File: config.mk
export PLATFORM = sky130hd
export DESIGN_NAME = color_scramble_stream
export DESIGN_NICKNAME = d
export VERILOG_FILES = /design/src/rtl/color_scramble_stream.sv
export SDC_FILE = /design/constraint.sdc
export NUM_CORES = 1
export LEC_CHECK = 0
export CORE_MARGIN = 10
export CORE_UTILIZATION = 40
export DETAILED_ROUTE_END_ITERATION = 16
export DONT_BUFFER_PORTS = 1
export PLACE_DENSITY = 0.63
export SYNTH_ARGS = -nofsm -noshare
export SYNTH_HDL_FRONTEND = slang
export SYNTH_SLANG_ARGS = --single-unit
File: constraint.sdc
create_clock -name clk -period 2.6 [get_ports clk]
set_clock_uncertainty 0.05 [all_clocks]
set_input_delay 0.13 -clock clk [delete_from_list [all_inputs] [get_ports clk]]
set_output_delay 0.13 -clock clk [all_outputs]
set_load 0.02 [all_outputs]
File: src/rtl/color_scramble_stream.sv
// Colour-channel router with one output register stage and frame-aligned select updates.
// Optional per-channel output inversion is enabled by defining COLOR_SCRAMBLE_INVERT_EN.

module color_scramble_lane #(
  parameter int CH_W  = 4,
  parameter int N_CH  = 3,
  parameter int SEL_W = 2
) (
  input  logic [N_CH-1:0][CH_W-1:0] pix_ch,
  input  logic [SEL_W-1:0]          code,
  output logic [CH_W-1:0]           ch_out
);
  // Codes at or above N_CH never match and fall through to zero.
  always_comb begin
    ch_out = '0;
    for (int c = 0; c < N_CH; c++)
      if (code == SEL_W'(c)) ch_out = pix_ch[c];
  end
endmodule

module color_scramble_stream #(
  parameter int CH_W  = 4,
  parameter int N_CH  = 3,
  parameter int SEL_W = 2
) (
  input  logic                  clk,
  input  logic                  rst,
  input  logic [N_CH*SEL_W-1:0] sel_in,
  input  logic                  sel_load,
`ifdef COLOR_SCRAMBLE_INVERT_EN
  input  logic [N_CH-1:0]       inv_in,
`endif
  output logic                  cfg_pending,
  input  logic                  s_valid,
  output logic                  s_ready,
  input  logic [N_CH*CH_W-1:0]  s_pixel,
  input  logic                  s_sof,
  output logic                  m_valid,
  input  logic                  m_ready,
  output logic [N_CH*CH_W-1:0]  m_pixel,
  output logic                  m_sof
);
  localparam int PIX_W = N_CH * CH_W;

  if (2**SEL_W < N_CH + 1) begin : g_bad_sel_w
    $error("color_scramble_stream: SEL_W too small to encode N_CH channels plus zero");
  end

  // Internal arrays are indexed by channel number (channel 0 = MSB field).
  typedef logic [N_CH-1:0][SEL_W-1:0] sel_t;

  logic [N_CH-1:0][CH_W-1:0] pix_ch, map_ch;
  sel_t                      sel_in_ch, sel_id, sel_eff;
  sel_t                      sel_act_q, sel_act_d, sel_pend_q, sel_pend_d;
  logic [PIX_W-1:0]          map_pix, m_pixel_q, m_pixel_d;
  logic                      m_valid_q, m_valid_d, m_sof_q, m_sof_d;
  logic                      cfg_pending_q, cfg_pending_d;
  logic                      accept, sof_acc;

`ifdef COLOR_SCRAMBLE_INVERT_EN
  logic [N_CH-1:0] inv_in_ch, inv_eff, inv_act_q, inv_act_d, inv_pend_q, inv_pend_d;
`endif

  for (genvar i = 0; i < N_CH; i++) begin : g_ch
    assign pix_ch[i]    = s_pixel[(N_CH-i)*CH_W-1 -: CH_W];
    assign sel_in_ch[i] = sel_in[(N_CH-i)*SEL_W-1 -: SEL_W];
    assign sel_id[i]    = SEL_W'(i);

    color_scramble_lane #(.CH_W(CH_W), .N_CH(N_CH), .SEL_W(SEL_W)) u_lane (
      .pix_ch (pix_ch),
      .code   (sel_eff[i]),
      .ch_out (map_ch[i])
    );

`ifdef COLOR_SCRAMBLE_INVERT_EN
    assign inv_in_ch[i] = inv_in[N_CH-1-i];
    assign map_pix[(N_CH-i)*CH_W-1 -: CH_W] = map_ch[i] ^ {CH_W{inv_eff[i]}};
`else
    assign map_pix[(N_CH-i)*CH_W-1 -: CH_W] = map_ch[i];
`endif
  end

  assign s_ready = !m_valid_q || m_ready;
  assign accept  = s_valid && s_ready;
  assign sof_acc = accept && s_sof;

  always_comb begin
    // A same-cycle load wins over an older pending set at frame start.
    sel_eff = sel_act_q;
    if (sof_acc) begin
      if (sel_load)           sel_eff = sel_in_ch;
      else if (cfg_pending_q) sel_eff = sel_pend_q;
    end
    sel_act_d  = sof_acc ? sel_eff : sel_act_q;
    sel_pend_d = sel_load ? sel_in_ch : sel_pend_q;

    cfg_pending_d = cfg_pending_q;
    if (sel_load) cfg_pending_d = 1'b1;
    if (sof_acc)  cfg_pending_d = 1'b0;

    m_valid_d = m_valid_q;
    m_pixel_d = m_pixel_q;
    m_sof_d   = m_sof_q;
    if (accept) begin
      m_valid_d = 1'b1;
      m_pixel_d = map_pix;
      m_sof_d   = s_sof;
    end else if (m_ready) begin
      m_valid_d = 1'b0;
    end
  end

`ifdef COLOR_SCRAMBLE_INVERT_EN
  always_comb begin
    inv_eff = inv_act_q;
    if (sof_acc) begin
      if (sel_load)           inv_eff = inv_in_ch;
      else if (cfg_pending_q) inv_eff = inv_pend_q;
    end
    inv_act_d  = sof_acc ? inv_eff : inv_act_q;
    inv_pend_d = sel_load ? inv_in_ch : inv_pend_q;
  end

  always_ff @(posedge clk or posedge rst) begin
    if (rst) begin
      inv_act_q  <= '0;
      inv_pend_q <= '0;
    end else begin
      inv_act_q  <= inv_act_d;
      inv_pend_q <= inv_pend_d;
    end
  end
`endif

  always_ff @(posedge clk or posedge rst) begin
    if (rst) begin
      sel_act_q     <= sel_id;
      sel_pend_q    <= sel_id;
      cfg_pending_q <= 1'b0;
      m_valid_q     <= 1'b0;
      m_pixel_q     <= '0;
      m_sof_q       <= 1'b0;
    end else begin
      sel_act_q     <= sel_act_d;
      sel_pend_q    <= sel_pend_d;
      cfg_pending_q <= cfg_pending_d;
      m_valid_q     <= m_valid_d;
      m_pixel_q     <= m_pixel_d;
      m_sof_q       <= m_sof_d;
    end
  end

  assign m_valid     = m_valid_q;
  assign m_pixel     = m_pixel_q;
  assign m_sof       = m_sof_q;
  assign cfg_pending = cfg_pending_q;
endmodule

# Word-level counts from Yosys, hierarchy flattened
# Cells that the tools add are included.
# totals
latch_bits	0
in_bits	24
ramBits	0
out_inout_bits	16
mem_bits_ro	0
memories	0
wordCells	41
regBits	27
# op_classes
shift	0
div_mod_pow	0
add_sub_neg	0
n_mul	0
magnitude_cmp	0
mux	16
n_reduce_logical	9
eq_ne	6
bitwise_logic	0
# op_table
cell	n
$mux W4	9
$mux W6	3
$eq A2 B1 Y1 const B	3
$eq A2 B2 Y1 const B	3
$logic_not A2 Y1	3
$mux W1	4
$reduce_bool A2 Y1	2
$logic_and A1 B1 Y1	2
$logic_not A1 Y1	1
$logic_or A1 B1 Y1	1

# Depth between registers and ports, before layout
# depth
word_depth	9
ltp_mapped	7
depth_no_buf	7

# Cells and area by module
# A second synthesis with hierarchy kept.
# unflattened
cells_unflattened	111
area_unflattened_um2	1462.7
# by_module_without_submodules
module	seq_area_each_um2	area_per_inst_um2	cells_per_inst	instances
color_scramble_stream	680.7	1162.4	81	1
color_scramble_lane	0.0	100.1	10	3

# Worst setup path before layout
# No wires, ideal clock.
# synth_timing
path_kind	register to register
from	register m_valid_q, in the netlist m_valid
to	register m_pixel_q[8], in the netlist m_pixel[8]
setup_slack_ns	0.338
path_stages_with_launch	8
t_arrival_ns	2.085
required_ns	2.423
synth_period_minus_slack_ns	2.262
n_path_buf	0
setup_ns	0.127
path_cell_list	dfrtp_1 nor2b_4 inv_4 and4_2 a2111oi_4 mux2_2 a221oi_1 nor2_1
# synth_between
elab_chain_len	9
word_cells_on_any_way	11
cone_classes	2 x eq/ne; 4 x mux; 5 x reduce/logical
# synth_rtl
item	line_no	text
start, declared	56	logic m_valid_q, m_valid_d, m_sof_q, m_sof_d;
start signal, assigned	147	m_valid_q <= m_valid_d;
$logic_not A1 Y1 *	83	assign s_ready = !m_valid_q || m_ready;
$logic_or A1 B1 Y1 *	83	
named net s_ready	35	output logic s_ready,
$logic_and A1 B1 Y1 *	84	assign accept = s_valid && s_ready;
$logic_and A1 B1 Y1	85	assign sof_acc = accept && s_sof;
$mux W6	90	if (sof_acc) begin
$logic_not A2 Y1	17	if (code == SEL_W'(c)) ch_out = pix_ch[c];
$mux W4 (3 in series)	17	
end signal, assigned	148	m_pixel_q <= m_pixel_d;
end, declared	55	logic [PIX_W-1:0] map_pix, m_pixel_q, m_pixel_d;
# Mark *: on every way through the listed nets, which the timed path passes. The rest lies on a longest branch.
# A chain may end at the register's enable or synchronous reset.

# Final worst setup path
# layout_timing
from	register cfg_pending_q, in the netlist cfg_pending
to	register m_pixel_q[10], in the netlist m_pixel[10]
# layout_between
elab_chain_len	7
word_cells_on_any_way	9
cone_classes	2 x eq/ne; 6 x mux; 1 x reduce/logical
# layout_rtl
item	line_no	text
start, declared	57	logic cfg_pending_q, cfg_pending_d;
start signal, assigned	146	cfg_pending_q <= cfg_pending_d;
$mux W6 *	92	else if (cfg_pending_q) sel_eff = sel_pend_q;
$mux W6 *	91	if (sel_load) sel_eff = sel_in_ch;
$mux W6 *	90	
$logic_not A2 Y1	17	
$mux W4 (2 in series)	17	
$mux W4 *	17	
# Every way passes the cells marked *; elsewhere a longest branch is shown, timed or not.

==> key figures <==
Layout
  – Area delta synth->final: 21.0%
  – Share of layout cells above drive strength 1: 16.5%
  – Diode count: 0
  – Nets@finish: 189
  – Fin cells: 210
  – Final core occ: 50.5%

Worst setup path
  – Startpoint types: flip-flop
  – Buf/Inv on CP: 0
  – Critical-path top delay cell: dfrtp_1
  – Worst path arrival time: 2.51 ns
  – Worst Path Required: 2.77 ns
  – CP max FO: 6
  – Worst setup EP type: flip-flop
  – Worst path cell trace: nor2b_1 -> and4_2 -> a2111oi_4 -> mux2_2 -> a221oi_1 -> nor2_1
  – Crit path kind: reg2reg
  – CP max stage delay: 0.52 ns
  – CP delay by family, top: compound AO/OA/AOI/OAI gates

Drt
  – Wirelength per Cell: 17.5 um
  – Total Routed Length: 3680 um
  – Starting DRT DRC Count: 49
  – Avg Vias per Cell: 5.38
  – Final ANT Viol Nets: 0
  – Via count: 1130
  – DR DRC count: 0
  – Iteration count of the initial detailed-routing pass: 4

Power and ir drop
  – Lkg Pwr: 0.738 nW
  – Cell Int Power: 0.000748 W
  – Power Dens Cells: 689 nW/um^2
  – Switch share: 36.6%
  – P_sw: 0.000433 W
  – Max VDD drop: 337 uV
  – Combinational group share of total power: 28.8%
  – Sequential power share: 55.5%
  – Clock power share: 15.7%

CTS
  – Clock sinks: 27
  – Clock Pin Slew Worst Setup and Hold Paths: 0.15 ns
  – Htree depth: 1
  – CTS tree: done
  – CTS resizes: 0
  – Longest Clk Path Bufs: 2
  – Clock buffer count from CTS: 3
  – Clk Latency, worst-skew pair: 0.32 ns
  – CTS Root Cell: clkbuf_4
  – Post-CTS Setup Repair Bufs: 0

Placed design
  – Post-Place Cells: 186
  – Port buffer count: 0
  – RD Place Congestion: 0.904
  – Dpl hpwl: 2790 um

Flow run
  – Maximum capacitance violations: 0

Global routing
  – First-pass GRT wire length: 6040 um
  – Pin count of the biggest net entering global routing: 28
  – Antenna violations before repair: 0
  – Gr ovfl total: 0
  – Overall routing resource usage: 11.9%
  – Via count of the first global-routing pass: 1232

Timing
  – Tcrit/Tclk final: 90.0%
  – Fin Setup TNS: 0 ns
  – Slew headroom: 32.2%
  – Endpoints failing setup: 0
  – Fmax: 0.427 GHz
  – Final Max Tran Viols: 0
  – Unrepaired setup endpoints after global routing: false
  – Min Clock Period, post-route: 2.34 ns
  – Fin. Hold Viols: 0
  – Slew @ Worst Pin: 1.02 ns

Floorplanning
  – Core Area: 3390 sq um
  – Die ar.: 6320 sq um
  – Die Y: 79.5 um
  – Die width: 79.5 um
  – Ports: 40
  – Initial Utilization: 41.7%
  – Core Rows: 21

Synthesis
  – Mapped cell area: 1420 sq um
  – Yosys reg bits: 27
  – Warnings, synthesis: 0
  – Mapped Cells: 140
  – Seq/Total Area, Yosys: 48.1%
  – Synthesized Nets: 164
  – Avg Inst Size Synth: 10.1 sq um
  – Post-synth cell types: 32

Outcome
  – Status: complete, no violations

Hold path
  – Hold/Removal Path Class: in2reg
[logic make-up after synthesis]
family                 count (synthesis)  share of synthesized area, %
AND/OR/NAND/NOR                       51                          18.9
AO/OA/AOI/OAI                         33                          17.9
flip-flops                            27                          48.1
multiplexers                          15                          11.1
buffers and inverters                 14                          3.98
[sequential cells by signal, summed over array words and instances, names as in the netlist]
name / cells
m_pixel: 12
sel_act_q: 6
sel_pend_q: 6
m_valid: 1
m_sof: 1
cfg_pending: 1
[power by group through the flow]
stage	Sequential [W]	Combinational, W	Clock [W]
CTS	0.000660	0.000344	0.000193
detailed placement	0.000667	0.000313	0
global placement	0.000667	0.000302	0
finish	0.000656	0.000340	0.000185
floorplan	0.000645	0.000249	0
global route	0.000668	0.000379	0.000210
[cell usage in the layout, fill, tap and decap left out]
cell type / synthesis / routed
o211ai_1: 1 / 1
or2_0: 4 / 4
and3b_1: 1 / 1
and4_4: 1 / 1
or2_2: 1 / 1
and4_2: 1 / 1
a2111oi_4: 2 / 2
and2_2: 2 / 2
a221oi_1: 4 / 4
and2_1: 3 / 3
and2_4: 1 / 1
mux2i_1: 10 / 10
clkbuf_4: 0 / 3
clkinvlp_4: 0 / 1
nand3_1: 1 / 1
inv_4: 1 / 1
nor2b_4: 1 / 1
a32oi_1: 2 / 2
nor2_1: 15 / 15
inv_1: 10 / 10
nor2b_1: 1 / 1
nand2_1: 13 / 13
dfstp_2: 4 / 4
or2b_1: 1 / 1
o32ai_1: 1 / 1
buf_4: 0 / 3
nor3_1: 4 / 4
a2bb2oi_1: 4 / 4
dlygate4sd3_1: 0 / 20
dfrtp_1: 23 / 23
o21ai_0: 9 / 9
mux2_2: 5 / 5
nand2_2: 1 / 1
a21oi_1: 10 / 10
[area by class of cell]
cell class	instances	area [sq um]
clock buffer	3	22.5
sequential	27	681
tap	46	57.6
multi-input combinational	99	678
clock inverter	1	7.51
inverter	11	43.8
fill	321	1680
timing repair buffer	23	223
[final timing paths]
check / from / to / slack (ns) / depth (start not counted)
setup / recovery: cfg_pending / m_pixel[10] / 0.26 / 6
hold / removal: sel_in[2] / sel_act_q[2] / 0.01 / 2
setup reg to reg: cfg_pending / m_pixel[10] / 0.26 / 6
hold reg to reg: sel_pend_q[1] / sel_pend_q[1] / 0.47 / 1
max in group asynchronous: rst / m_valid / 1.47 / 2
min in group asynchronous: rst / m_sof / 0.42 / 2
[what timing repair did]
| item | 4_1_cts | 5_1_grt |
|---|---|---|
| setup endpoints to repair | 0 | 0 |
| hold buffers | 20 | 0 |
| endpoints found under the hold margin | 44 | 0 |
[per-layer routing]
layer	track usage [%]	wire length, um
met1	13.8	1520
met4	2.69	16
met3	4.73	359
met5	0	0
met2	20.1	1780
[cells in the mapped netlist]
cell type  number  area share [%]
dfrtp_1        23              41
nor2_1         15             4.0
nand2_1        13             3.4
a21oi_1        10             3.5
inv_1          10             2.7
mux2i_1        10             7.1
o21ai_0         9             3.2
mux2_2          5             4.0
a221oi_1        4             2.5
a2bb2oi_1       4             2.5
dfstp_2         4             7.4
nor3_1          4             1.4
or2_0           4             1.8
and2_1          3             1.3
a2111oi_4       2             3.9
a32oi_1         2             1.2
and2_2          2             1.1
clkbuf_1        2            0.53
and2_4          1            0.62
and3b_1         1            0.62
and4_2          1            0.71
and4_4          1            0.80
buf_2           1            0.35
inv_4           1            0.44
nand2_2         1            0.44
nand3_1         1            0.35
nor2b_1         1            0.44
nor2b_4         1            0.97
o211ai_1        1            0.53
o32ai_1         1            0.62
or2_2           1            0.44
or2b_1          1            0.53
[per-stage QoR]
stage,setup WS (ns),power [W],area [sq um],hold WS (ns)
floorplan,0.338,0.000894,1420,0.130
global placement,0.318,0.000969,1480,0.163
detailed placement,0.266,0.000980,1480,0.163
CTS,0.245,0.00120,1710,0.0106
global route,0.107,0.00126,1710,0.0217
finish,0.259,0.00118,1710,0.0127
No activity file was read; power rests on OpenSTA's default activity.
